## config.mk

```make
export PLATFORM = sky130hd
export DESIGN_NAME = ser_sum_collect
export DESIGN_NICKNAME = d
export VERILOG_FILES = /design/src/rtl/ser_sum_collect.sv
export SDC_FILE = /design/constraint.sdc
export NUM_CORES = 1
export LEC_CHECK = 0
export CAP_MARGIN = 20
export CORE_MARGIN = 2
export CORE_UTILIZATION = 55
export CTS_CLUSTER_SIZE = 30
export DETAILED_ROUTE_END_ITERATION = 16
export PLACE_DENSITY = 0.81
export SYNTH_ARGS = -nofsm -noshare
export SYNTH_HDL_FRONTEND = slang
export SYNTH_SLANG_ARGS = --single-unit
```

## constraint.sdc

```tcl
create_clock -name clk -period 5.4 [get_ports clk]
set_input_delay 1.08 -clock clk [delete_from_list [all_inputs] [get_ports clk]]
set_output_delay 1.08 -clock clk [all_outputs]
set_load 0.01 [all_outputs]
```

## src/rtl/ser_sum_collect.sv

```systemverilog
// Serial-to-parallel collector for the serial adder's LSB-first sum stream, with a valid/ready output.
// Optional macro SER_COLLECT_ZERO_EN adds an out_zero flag registered with out_data.
module ser_sum_collect #(
    parameter int WIDTH = 16
) (
    input  logic             clk,
    input  logic             reset,
    input  logic             start,
    input  logic             sin,
    output logic             busy,
    output logic             out_valid,
    input  logic             out_ready,
    output logic [WIDTH-1:0] out_data,
    output logic             overrun,
`ifdef SER_COLLECT_ZERO_EN
    output logic             out_zero,
`endif
    output logic [1:0]       dbg_state
);

    // Handshake: a word transfers on any rising edge where out_valid and out_ready are both 1;
    // out_valid never drops and out_data never changes until that transfer or a discarding start.

    localparam int CW = $clog2(WIDTH + 1);
    localparam logic [CW-1:0] LAST = CW'(WIDTH - 1);

    typedef enum logic [1:0] {
        IDLE  = 2'd0,
        SHIFT = 2'd1,
        DONE  = 2'd2
    } state_t;

    state_t           state_q;
    logic [CW-1:0]    cnt_q;
    logic [WIDTH-1:0] shreg_q;
    logic [WIDTH-1:0] shreg_d;
    logic [WIDTH-1:0] data_q;
    logic             busy_q;
    logic             valid_q;
    logic             overrun_q;
`ifdef SER_COLLECT_ZERO_EN
    logic             zero_q;
`endif

    // New bits enter at the MSB so the first bit lands in bit 0 after WIDTH captures.
    assign shreg_d = {sin, shreg_q[WIDTH-1:1]};

    always_ff @(posedge clk or negedge reset) begin
        if (!reset) begin
            state_q   <= IDLE;
            cnt_q     <= '0;
            shreg_q   <= '0;
            data_q    <= '0;
            busy_q    <= 1'b0;
            valid_q   <= 1'b0;
            overrun_q <= 1'b0;
`ifdef SER_COLLECT_ZERO_EN
            zero_q    <= 1'b0;
`endif
        end else begin
            overrun_q <= 1'b0;
            case (state_q)
                IDLE: begin
                    if (start) begin
                        state_q <= SHIFT;
                        cnt_q   <= '0;
                        shreg_q <= '0;
                        busy_q  <= 1'b1;
                    end
                end
                SHIFT: begin
                    if (start) begin
                        // Restart of an unfinished word; nothing completed is lost.
                        cnt_q   <= '0;
                        shreg_q <= '0;
                    end else if (cnt_q == LAST) begin
                        shreg_q <= shreg_d;
                        data_q  <= shreg_d;
                        cnt_q   <= '0;
                        state_q <= DONE;
                        busy_q  <= 1'b0;
                        valid_q <= 1'b1;
`ifdef SER_COLLECT_ZERO_EN
                        zero_q  <= (shreg_d == '0);
`endif
                    end else begin
                        shreg_q <= shreg_d;
                        cnt_q   <= cnt_q + CW'(1);
                    end
                end
                DONE: begin
                    if (start) begin
                        state_q   <= SHIFT;
                        cnt_q     <= '0;
                        shreg_q   <= '0;
                        busy_q    <= 1'b1;
                        valid_q   <= 1'b0;
                        overrun_q <= !out_ready;
`ifdef SER_COLLECT_ZERO_EN
                        zero_q    <= 1'b0;
`endif
                    end else if (out_ready) begin
                        state_q <= IDLE;
                        valid_q <= 1'b0;
`ifdef SER_COLLECT_ZERO_EN
                        zero_q  <= 1'b0;
`endif
                    end
                end
                default: begin
                    state_q <= IDLE;
                    busy_q  <= 1'b0;
                    valid_q <= 1'b0;
                end
            endcase
        end
    end

    assign busy      = busy_q;
    assign out_valid = valid_q;
    assign out_data  = data_q;
    assign overrun   = overrun_q;
    assign dbg_state = state_q;
`ifdef SER_COLLECT_ZERO_EN
    assign out_zero  = zero_q;
`endif

endmodule
```

# [Yosys cells after proc, flatten, opt, wreduce, memory -nomap -nowiden]
# Cells that the tools add are included.
[totals] regBits=42 out_inout_bits=21
[classes] add_sub_neg=1 eq_ne=8 n_mux=24 bitwise=2 n_reduce_logical=9
[op_table] operator="$mux W16" n=2
[op_table] operator="$pmux W16 S2" n=1
[op_table] operator="$mux W5" n=3
[op_table] operator="$mux W2" n=5
[op_table] operator="$pmux W5 S2" n=1
[op_table] operator="$mux W1" n=9
[op_table] operator="$reduce_and A4 Y1" n=2
[op_table] operator="$ne A2 B2 Y1 const B" n=3
[op_table] operator="$pmux W2 S3" n=1
[op_table] operator="$reduce_and A3 Y1" n=2
[op_table] operator="$add A5 B1 Y5 const B" n=1
[op_table] operator="$eq A5 B4 Y1 const B" n=1
[op_table] operator="$ne A3 B3 Y1 const B" n=1
[op_table] operator="$pmux W1 S3" n=1
[op_table] operator="$eq A2 B1 Y1 const B" n=1
[op_table] operator="$eq A2 B2 Y1 const B" n=1
[op_table] operator="$logic_not A2 Y1" n=1
[op_table] operator="$ne A2 B1 Y1 const B" n=1
[op_table] operator="$not A1 Y1" n=2
[op_table] operator="$pmux W1 S2" n=1
[op_table] operator="$reduce_and A2 Y1" n=1
[op_table] operator="$reduce_bool A2 Y1" n=1
[op_table] operator="$reduce_or A2 Y1" n=1
[op_table] operator="$logic_not A1 Y1" n=1

# [Depth between registers and ports, before layout]
[logic_depth] depth_word=4 ltp_mapped=6 ltp_nobuf=4

# [Least setup slack after synthesis]
# No wires, ideal clock.
[synth_path] path_kind="input to register" from="input start" to="register data_q[10], in the netlist out_data[10]" t_arrival_ps=2173 slack_ps=3102 path_stages=4 path_cell_list="buf_2 > nor4_4 > buf_6 > mux2_4"
[synth_between] elab_chain_len=2
[synth_rtl] item="from (decl)" line_no="8" source="input logic start,"
[synth_rtl] item="$not A1 Y1 (no line)"
[synth_rtl] item="$reduce_and A3 Y1 (no line)"
[synth_rtl] item="to (signal assigned)" line_no="78" source="data_q <= shreg_d;"
[synth_rtl] item="to (decl)" line_no="37" source="logic [WIDTH-1:0] data_q;"
# Every way passes these cells.
# A chain may end at the register's enable or synchronous reset.

# [Worst setup path after layout]
[layout_path] from="register state_q[1], in the netlist dbg_state[1]" to="output dbg_state[1]"
[layout_rtl] item="from (decl)" line_no="33" source="state_t state_q;"
[layout_rtl] item="from (signal assigned)" line_no="50" source="state_q <= IDLE;"
[layout_rtl] item="from (signal assigned)" line_no="65" source="state_q <= SHIFT;"
[layout_rtl] item="from (signal assigned)" line_no="80" source="state_q <= DONE;"
[layout_rtl] item="to (decl)" line_no="18" source="output logic [1:0] dbg_state"
# No word-level cell between the ends.

==> run summary <==
The run finished with clean final reports. After detailed routing, the wire length on met1 is 1260 um. The run gives 2 as the buffer depth of the longest clock path. The type of origin of the critical path was a flip-flop. Uppermost metal layer occupied by signal nets: met4.

The startpoint identified for the worst register-to-register timing path is cnt_q[0]$_DFFE_PN0P_. The run gives 0 as the final number of setup-violating endpoints. In the detailed route, the total length drawn on met2 is 1220 um. After clock tree synthesis, the flow added hold-fix buffers numbering 0.

The number of setup buffers added after CTS is 0. The final critical-path required period is 2570 ps. The tools report the number of global-route vias before repair as 948. Antenna diode instance count: 0. Library cell with the highest instance count after synthesis: sky130_fd_sc_hd__dfrtp_1. TritonCTS built the clock tree. Summing all multi-input logic gate instances after layout gives 584 um2. TritonCTS created 5 clock buffers. The logs give 65.3% for the portion of total power attributed to sequential cells and 43.4% for the worst relative slew slack. For the number of DRC markers in iteration 0, the log shows 39. For this design the top-level I/O count stands at 26.

The mapped netlist covers 0.00167 mm2. The starting density of the core is 59.0%, and the wire length per cell is 15.2 um. The tool flagged a number of max-cap violations equal to 0. Summing the areas of all compound-gate instances in the mapped netlist gives 13.3% of the synthesized area. Multiplexer cells account for 13.4% of the synthesized area. The first global-routing pass estimated 4510 um of wire. The transition time at the pin with the least slew margin was 848 ps.

Synthesis handed over a netlist of 112 instances. The part of the Yosys area used for sequential elements was 61.5%. Walking the worst path, the cells encountered are clkdlybuf4s50_1. Dividing total power by cell area gives a power density of 243 mW/mm2.

The finished cells cover 0.00198 mm2. Setup repair after global routing left no endpoint under its margin. After Yosys synthesis, full adders, half adders and majority gates account for 0.750% of the synthesized area. The top cell family by delay on the critical path is buffers and inverters.

The pre-antenna-repair detailed-routing pass consisted of 4 iterations. The cell with the largest stage delay on the worst path is sky130_fd_sc_hd__clkdlybuf4s50_1. At the end of routability-driven placement, the weighted congestion stood at 0.752. The most critical setup path has its startpoint at dbg_state[1]$_DFFE_PN0P_. The sum of negative setup slack was 0 ps. The startpoint identified for the worst hold timing path is cnt_q[4]$_DFFE_PN0P_. The number of antenna violations at the first check in global routing came out at 0. The number of design rule violations left after detail routing is 0, and the share of post-route cells with drive strength above 1 is 22.7%.

The floorplan step defined a core boundary enclosing 0.00283 mm2. The net switching power is 113 uW, and the number of standard cells in the layout, taps in and fillers out is 172. The static leakage was 0.000961 uW; the total global-route track usage was 17.6%.

The internal power was 370 uW. The tools report the pre-CTS worst setup slack as 2410 ps. The type of the setup path with the least slack was flip-flop to output pin. The tools report the critical register-to-register path endpoint as out_data[1]$_DFFE_PN0P_. The commonest cells after synthesis are sky130_fd_sc_hd__dfrtp_1 (41), sky130_fd_sc_hd__a22o_1 (15), sky130_fd_sc_hd__mux2_4 (9), sky130_fd_sc_hd__mux2_2 (7).

The count of nets left with antenna violations once routing finished came out at 0. The number of placed instances, taps included, is 163. The longest individual stage delay on the worst path came out at 600 ps. The final cycle utilization of the critical path came out at 47.5%. Of the total power, the clock network draws 30.1%. Setup slack closes at 2830 ps. The path class of the tightest hold or removal check is flip-flop to flip-flop. For the number of nets produced by synthesis, the log shows 118. By area the synthesized netlist is led by sky130_fd_sc_hd__dfrtp_1 (62%), sky130_fd_sc_hd__mux2_4 (8.1%), sky130_fd_sc_hd__a22o_1 (7.9%). The chip height works out to 59.1 um. Maximum ir drop on the vdd rail: 176 uV. The most critical setup path has its endpoint at dbg_state[1]. Summed over all layers, the global routing overflow is 0. CTS built an H-tree with a depth of 2. The largest family of logic cells by synthesized area is multiplexers. The logic depth of the worst path, buffers included was 1; the top cell type's share of synthesized area was 61.5%. The routed design has 2620 um of wire. For the worst setup path, the data required time is 4320 ps. The footprint of the flip-flops and latches is 0.00103 mm2, and the cell row count is 19.

Combinational logic burns 4.6% of the power. Fill cells in the final layout number 196. The cell sitting at the root of the clock tree is a sky130_fd_sc_hd__clkbuf_4. After clock tree synthesis, the repair step resized 0 gates. For the highest clock rate, the log shows 389 MHz.

On the final layout, the worst hold slack is 509 ps. In this run switching power makes up 23.3% of total power. The detailed router placed 993 vias in this run. The HPWL after detailed placement is 1720 um. The die covers 0.00349 mm2.

The number of synthesized flops with an enable pin is 0, and the largest fanout on the critical path is 9. After detailed placement, the total cell area comes to 0.00192 mm2. The average vias per placed instance was 5.77.

The final-report hold violation count was 0. The number of cells traversed by the worst register-to-register path is 5. Kind of end point of the critical path: an output pin.

After Yosys synthesis, and, or, nand and nor cells account for 7.05% of the synthesized area. The largest net degree at the start of global routing was 42; the number of I/O port buffers was 25. The clock reaches the later pin of the worst-skew pair after 340 ps.

The number of nets in the layout was 146; the worst clock skew on the final layout was 6.49 ps. Synthesis inferred 41 register bits. The cell depth of the worst hold path is 1. For the arrival time at the worst endpoint, the log shows 1490 ps. sky130_fd_sc_hd__dfrtp_1 takes more of the synthesized area than any other cell.

Clock-pin slew reported for the worst setup and hold paths after clock tree synthesis: 120 ps. The most used flip-flop cell after synthesis is sky130_fd_sc_hd__dfrtp_1. The flop-to-flop setup slack was 3590 ps; the number of warnings reported in the yosys synthesis log was 0. Count of unique library cells instantiated by Yosys: 30. Relative to the synthesized area, the layout overhead comes to 18.9%. After Yosys synthesis, XOR and XNOR cells account for 0.525% of the synthesized area. From left edge to right edge, the die measures 59.1 um. The buffer and inverter count on the worst path is 1, and the detailed-routed wire length on met3 is 98 um. Clock tree synthesis found a total of 41 sinks. The final-report max-slew violation count is 0, and the share of synthesized registers carrying an async set or reset is 100%. The average instance area after synthesis is 14.9 um2.
## layer usage
layer	up-vias	GRT usage (%)
li1	469	-
met3	5	3.93
met2	24	26.2
met1	495	24.8
met5	-	0
met4	0	8.12
## how the worst min path moves through the flow
stage | to | slack (ps)
finish | cnt_q[4]$_DFFE_PN0P_ | 510
floorplan | cnt_q[4]$_DFFE_PN0P_ | 460
global placement | cnt_q[4]$_DFFE_PN0P_ | 470
global route | out_data[4]$_DFFE_PN0P_ | 540
CTS | cnt_q[4]$_DFFE_PN0P_ | 510
detailed placement | cnt_q[4]$_DFFE_PN0P_ | 490
## flip-flops by register name, indices dropped and copies added, names as in the netlist
register	count
busy	1
overrun	1
out_data	16
shreg_q	15
cnt_q	5
out_valid	1
dbg_state	2
## power by group through the flow
stage / Sequential, uW / Clock, uW / Combinational, uW
after global routing: 316 / 163 / 25.1
after detailed placement: 321 / 0 / 21.9
final: 315 / 145 / 22.2
after floorplan: 321 / 0 / 9.76
after CTS: 315 / 149 / 21.8
after global placement: 321 / 0 / 21.4
## stage by stage
stage / total power, uW / util [%]
floorplan: 331 / -
global placement: 342 / 67.8
detailed placement: 343 / 67.8
CTS: 486 / 69.7
global route: 504 / 70.1
finish: 483 / 70.1
## cell usage in the layout (no fill, tap or decap), types with 2 or more instances in the layout
cell | Yosys | routed
sky130_fd_sc_hd__o21ai_0 | 2 | 2
sky130_fd_sc_hd__clkbuf_4 | 0 | 5
sky130_fd_sc_hd__a22o_1 | 15 | 15
sky130_fd_sc_hd__inv_1 | 3 | 3
sky130_fd_sc_hd__mux2_2 | 7 | 7
sky130_fd_sc_hd__nand3_1 | 2 | 2
sky130_fd_sc_hd__and2_1 | 2 | 2
sky130_fd_sc_hd__nand2_1 | 2 | 2
sky130_fd_sc_hd__o2bb2ai_1 | 2 | 2
sky130_fd_sc_hd__clkdlybuf4s50_1 | 0 | 24
sky130_fd_sc_hd__clkinv_2 | 0 | 2
sky130_fd_sc_hd__dfrtp_1 | 41 | 41
sky130_fd_sc_hd__mux2_4 | 9 | 9
sky130_fd_sc_hd__a21oi_1 | 4 | 4
## area by class of cell
class                      instances  share of cell area [%]
inverter                           4                   0.757
multi-input combinational         61                    29.5
timing repair buffer              27                    13.3
clock inverter                     3                   0.883
tap                               31                    1.96
sequential                        41                    51.7
clock buffer                       5                    1.89
## logic make-up after synthesis
kind of cell	count (synthesis)
multiplexers	17
buffers and inverters	10
flip-flops	41
adder cells (fa/ha/maj)	1
XOR/XNOR	1
AO/OA/AOI/OAI	28
AND/OR/NAND/NOR	14
Note: power is estimated with default switching activity, not from simulation.
